<file path="src/rtl/seg_serial_ctrl_pkg.sv">
// Shared definitions for the serial seven-segment display controller:
// glyph table, blank byte, FSM state type and the per-digit byte builder.
package seg_serial_ctrl_pkg;

  localparam logic [7:0] SEG_BLANK = 8'hFF;

  // Active-low {g,f,e,d,c,b,a} shapes for 0-9, A, b, C, d, E, F.
  localparam logic [6:0] SEG_GLYPH [16] = '{
    7'h40, 7'h79, 7'h24, 7'h30, 7'h19, 7'h12, 7'h02, 7'h78,
    7'h00, 7'h10, 7'h08, 7'h03, 7'h46, 7'h21, 7'h06, 7'h0E
  };

  typedef enum logic [2:0] {
    IDLE,
    SHIFT_LO,
    SHIFT_HI,
    LATCH,
    DONE
  } seg_state_e;

  // Blank wins over everything, including the decimal point.
  function automatic logic [7:0] seg_byte(input logic [6:0] glyph,
                                          input logic       pt,
                                          input logic       blank_digit);
    return blank_digit ? SEG_BLANK : {~pt, glyph};
  endfunction

endpackage

</file>
<file path="src/rtl/seg_serial_ctrl_hex_to_seg7.sv">
// Combinational hex nibble to active-low seven-segment pattern lookup.
module hex_to_seg7
  import seg_serial_ctrl_pkg::*;
(
  input  logic [3:0] i_hex,
  output logic [6:0] o_seg
);

  always_comb begin
    o_seg = SEG_GLYPH[i_hex];
  end

endmodule

</file>
<file path="src/rtl/seg_serial_ctrl.sv">
// Shifts encoded digit bytes into a cascaded 74HC595-style chain on a divided
// serial clock, then strobes the common output latch.
module seg_serial_ctrl
  import seg_serial_ctrl_pkg::*;
#(
  parameter int unsigned DIGITS = 8,
  parameter int unsigned DIV    = 2
) (
  input  logic                  clk,
  input  logic                  rst_n,
  input  logic                  start,
  input  logic [4*DIGITS-1:0]   hex,
  input  logic [DIGITS-1:0]     point,
  input  logic [DIGITS-1:0]     blank,
  output logic                  busy,
  output logic                  done,
  output logic                  seg_clk,
  output logic                  seg_dat,
  output logic                  seg_clrn,
  output logic                  seg_latch
);

  localparam int unsigned NBITS = 8 * DIGITS;
  localparam int unsigned CW    = $clog2(NBITS + 1);
  localparam int unsigned DW    = (DIV > 1) ? $clog2(DIV) : 1;

  localparam logic [CW-1:0] LAST_BIT = CW'(NBITS - 1);
  localparam logic [DW-1:0] DIV_LAST = DW'(DIV - 1);

  seg_state_e       r_state;
  logic [NBITS-1:0] r_sr;
  logic [CW-1:0]    r_bit;
  logic [DW-1:0]    r_div;
  logic             r_busy;
  logic             r_done;
  logic             r_clk;
  logic             r_dat;
  logic             r_clrn;
  logic             r_latch;

  logic [NBITS-1:0] w_load;
  logic             w_div_end;

  // Digit DIGITS-1 occupies the top byte so it leaves the register first.
  for (genvar gi = 0; gi < DIGITS; gi++) begin : g_digit
    logic [6:0] w_glyph;

    hex_to_seg7 u_glyph (
      .i_hex (hex[4*gi +: 4]),
      .o_seg (w_glyph)
    );

    assign w_load[8*gi +: 8] = seg_byte(w_glyph, point[gi], blank[gi]);
  end

  assign w_div_end = (r_div == DIV_LAST);

  always_ff @(posedge clk or negedge rst_n) begin
    if (!rst_n) begin
      r_state <= IDLE;
      r_sr    <= '0;
      r_bit   <= '0;
      r_div   <= '0;
      r_busy  <= 1'b0;
      r_done  <= 1'b0;
      r_clk   <= 1'b0;
      r_dat   <= 1'b0;
      r_clrn  <= 1'b0;
      r_latch <= 1'b0;
    end else begin
      r_clrn <= 1'b1;
      case (r_state)
        IDLE: begin
          if (start) begin
            r_sr    <= w_load;
            r_bit   <= '0;
            r_div   <= '0;
            r_busy  <= 1'b1;
            r_clk   <= 1'b0;
            r_dat   <= w_load[NBITS-1];
            r_state <= SHIFT_LO;
          end
        end

        SHIFT_LO: begin
          if (w_div_end) begin
            r_div   <= '0;
            r_clk   <= 1'b1;
            r_state <= SHIFT_HI;
          end else begin
            r_div <= r_div + 1'b1;
          end
        end

        SHIFT_HI: begin
          if (w_div_end) begin
            r_div <= '0;
            r_clk <= 1'b0;
            r_sr  <= r_sr << 1;
            r_bit <= r_bit + 1'b1;
            // Data for the next bit is presented together with the falling
            // serial clock, giving DIV cycles of setup before the next rise.
            if (r_bit == LAST_BIT) begin
              r_dat   <= 1'b0;
              r_latch <= 1'b1;
              r_state <= LATCH;
            end else begin
              r_dat   <= r_sr[NBITS-2];
              r_state <= SHIFT_LO;
            end
          end else begin
            r_div <= r_div + 1'b1;
          end
        end

        LATCH: begin
          if (w_div_end) begin
            r_div   <= '0;
            r_latch <= 1'b0;
            r_busy  <= 1'b0;
            r_done  <= 1'b1;
            r_state <= DONE;
          end else begin
            r_div <= r_div + 1'b1;
          end
        end

        DONE: begin
          r_done  <= 1'b0;
          r_state <= IDLE;
        end

        default: begin
          r_state <= IDLE;
        end
      endcase
    end
  end

  assign busy      = r_busy;
  assign done      = r_done;
  assign seg_clk   = r_clk;
  assign seg_dat   = r_dat;
  assign seg_clrn  = r_clrn;
  assign seg_latch = r_latch;

endmodule

</file>
<file path="config.mk">
export PLATFORM = sky130hd
export DESIGN_NAME = seg_serial_ctrl
export DESIGN_NICKNAME = d
export VERILOG_FILES = /design/src/rtl/seg_serial_ctrl_pkg.sv /design/src/rtl/seg_serial_ctrl_hex_to_seg7.sv /design/src/rtl/seg_serial_ctrl.sv
export SDC_FILE = /design/constraint.sdc
export NUM_CORES = 1
export LEC_CHECK = 0
export ABC_AREA = 1
export CAP_MARGIN = 20
export CORE_MARGIN = 5
export CORE_UTILIZATION = 30
export CTS_BUF_LIST = sky130_fd_sc_hd__clkbuf_2 sky130_fd_sc_hd__clkbuf_4 sky130_fd_sc_hd__clkbuf_8
export CTS_CLUSTER_SIZE = 40
export DETAILED_ROUTE_END_ITERATION = 7
export PLACE_DENSITY = 0.43
export SLEW_MARGIN = 15
export SYNTH_ARGS = -nofsm -noshare
export SYNTH_HDL_FRONTEND = slang
export SYNTH_SLANG_ARGS = --single-unit
</file>
<file path="constraint.sdc">
create_clock -name clk -period 3.91 [get_ports clk]
set_clock_uncertainty 0.1 [all_clocks]
set_input_delay 0.5865 -clock clk [delete_from_list [all_inputs] [get_ports clk]]
set_output_delay 0.5865 -clock clk [all_outputs]
set_load 0.05 [all_outputs]
</file>
==> impl_metrics.ini <==
[sta]
setup_violations = 0
final_max_slew_viol_count = 0
finalCritPeriodShare_pct = 57.9
fin_setup_tns_ns = 0
worst_slew_pin_slew_ns = 0.677
setup_ws_ns = 1.64
hold_viol = 0
fin_hold_ws_ns = 0.0535
rsz0062_at_grt = false
fin_crit_ns = 2.27
max_clock_freq_mhz = 441
maxSlewHeadroom_pct = 54.7

[place]
place_ws_ns = 1.35
io_buffers = 56
dpl-instance-area_um2 = 6800
dp.final_hpwl_um = 10800
placed_cells = 1196
gp_congestion = 0.796

[critical_path]
endpoint_kind = flip-flop
max_stage_delay_ns = 0.51
start_kind = flip-flop
path_delay_family = simple AND/OR/NAND/NOR gates
critical_path.max_fanout = 35
crit_type = reg -> reg
path_cells = nor2_2 -> nand2_2 -> buf_4 -> nand2_1 -> inv_1 -> nand3_1 -> nand3_1 -> nand2_1
worstPathArrival_ns = 2.43
critical_path_buf_inv_count = 2
slowest_stage = nand2_2
required_ns = 4.08

[clock_network]
cts_setup_buffers = 0
root_buffer = clkbuf_8
insertion_delay_ns = 0.37
htreeDepth = 3
clock_sinks = 80
cts_tree = done
numCtsBuffers = 9
clockBufferDepth = 2
ctsHoldBuffers = 0
cts_resized = 0
clk_pin_slew_worst_paths_ns = 0.09

[synthesis]
synth_area_per_cell_um2 = 6.67
yosysSeqAreaShare_pct = 33.2
synth_commonest_cells = 314 x nand2_1, 123 x nand3_1, 100 x nor2_1
synth_flop_cell = dfrtp_1
ys_warn_count = 0
synthTopCellsByArea = dfrtp_1 33%, nand2_1 20%, ha_1 12%
synth_top_cell_by_area = dfrtp_1
async_reset_ff_share_pct = 100
synth.top_cell.area_share_pct = 33.2
syn_inst = 905
syn_area_um2 = 6030
ys_types = 28
synth_nets = 1013
synth_edf_count = 0
yosysMostFrequentCell = nand2_1
ys_seq_elements = 80

[final_layout]
final_core_util_pct = 35.5
drive_gt1_share_pct = 5.39
nets = 1050
insertedDiodeCount = 0
final_area_um2 = 6980
instances_no_fill = 1212
syn_to_final_growth_pct = 15.7

[detailed_routing]
dr.pass1.iters = 7
finalWirelength_um = 14700
drc = 0
vias = 5511
drt_iter0_drc = 266
ant_nets = 0
wl_per_cell_um = 12.2
via_per_inst = 4.55

[global_routing]
antenna_found_initial = 0
grt_remaining_overflow = 0
grt_pass1_vias = 5328
grt_max_degree = 45
grt.total_usage_pct = 12.8
grt_first_pass_wirelength_um = 25300

[die]
io_pins = 57
fp-row-count = 51
fp.dieW_um = 152
die_area_um2 = 23100
die_h_um = 152
initial_utilization_pct = 30.7
core_area_um2 = 19700

[power]
power_density_nw_per_um2 = 536
ir_worst_vdd_mv = 0.281
p_leak_nw = 3.61
total_power_mw = 3.74

[run_status]
status = finished, final reports clean

[worst_hold_path]
holdCritPathClass = in -> async

[flow_run]
maxCapViolations = 0
area by class of cell:
type | instances | area, um2
repair buffers | 64 | 631
fillers | 2188 | 12700
multi-input cells | 703 | 3520
flip-flops and latches | 80 | 2000
clock inverters | 5 | 38.8
well taps | 265 | 332
inverters | 84 | 315
clock buffers | 11 | 145
metal layers:
layer / part of all wire, % / vias up / track usage [%]
li1: - / 2936 / -
met1: 51 / 2470 / 17.6
met2: 45 / 96 / 21.2
met3: 3.5 / 9 / 2.73
met4: 0.81 / 0 / 2.18
met5: 0 / - / 0
logic make-up (layout without fill, tap and decap cells):
family,after synthesis,after routing,share of synthesized area (%)
compound gates,56,56,4.96
other cells,1,1,0.0621
buf+inv,122,164,8.52
simple gates,589,589,41.5
flops,80,80,33.2
fa+ha+maj,57,57,11.8
worst register-to-register path, cell delays in order, from the launching register on:
cell and delay (ns):
dfrtp_1 0.46, nor2_2 0.10, nand2_2 0.51, buf_4 0.46
nand2_1 0.13, inv_1 0.16, nand3_1 0.11, nand3_1 0.08
nand2_1 0.05
sequential cells by signal, indices dropped and copies added (netlist names):
register	cells
seg_latch	1
r_state	3
r_bit	7
done	1
r_sr	63
seg_clrn	1
seg_dat	1
seg_clk	1
busy	1
r_div	1
cell usage in the layout, fill, tap and decap left out:
cell / synthesis / routed
clkinv_2: 0 / 1
a31oi_1: 5 / 5
dfrtp_1: 80 / 80
nand2_2: 1 / 2
inv_1: 81 / 81
nand3_2: 2 / 2
a21oi_1: 11 / 11
clkdlybuf4s50_1: 0 / 55
clkinv_1: 1 / 1
inv_2: 2 / 2
nand3_1: 123 / 123
clkbuf_4: 0 / 1
nand4_1: 19 / 19
o21bai_1: 1 / 1
buf_12: 0 / 1
inv_6: 0 / 2
clkinvlp_4: 0 / 1
o211ai_1: 2 / 2
nor2_2: 1 / 1
conb_1: 1 / 1
nor2_1: 100 / 100
o21ai_0: 27 / 27
o22ai_1: 4 / 4
nor3_1: 5 / 5
buf_4: 2 / 8
or2_2: 19 / 19
clkinv_4: 0 / 1
o21ai_1: 6 / 6
nand3b_1: 5 / 5
ha_1: 57 / 57
clkbuf_8: 0 / 10
nand2_1: 314 / 313
final timing paths:
| path | from | to | slack (ns) | depth (start not counted) |
|---|---|---|---|---|
| max in group asynchronous | rst_n | r_bit[4] | 2.88 | 2 |
| setup reg to reg | r_state[0] | r_sr[60] | 1.64 | 8 |
| hold reg to reg | seg_clk | seg_clk | 0.37 | 2 |
| min in group clk | seg_clk | seg_clk | 0.37 | 2 |
| hold / removal | rst_n | r_sr[15] | 0.05 | 1 |
| setup / recovery | r_state[0] | r_sr[60] | 1.64 | 8 |
power breakdown:
part           total (mW)  switching [mW]  leakage (nW)  internal [mW]
combinational        1.74            1.12          2.55          0.617
clock               0.586           0.326        0.0937          0.260
sequential           1.42           0.207         0.961           1.21
total                3.74            1.65          3.61           2.09
Note: power is estimated with default switching activity, not from simulation.
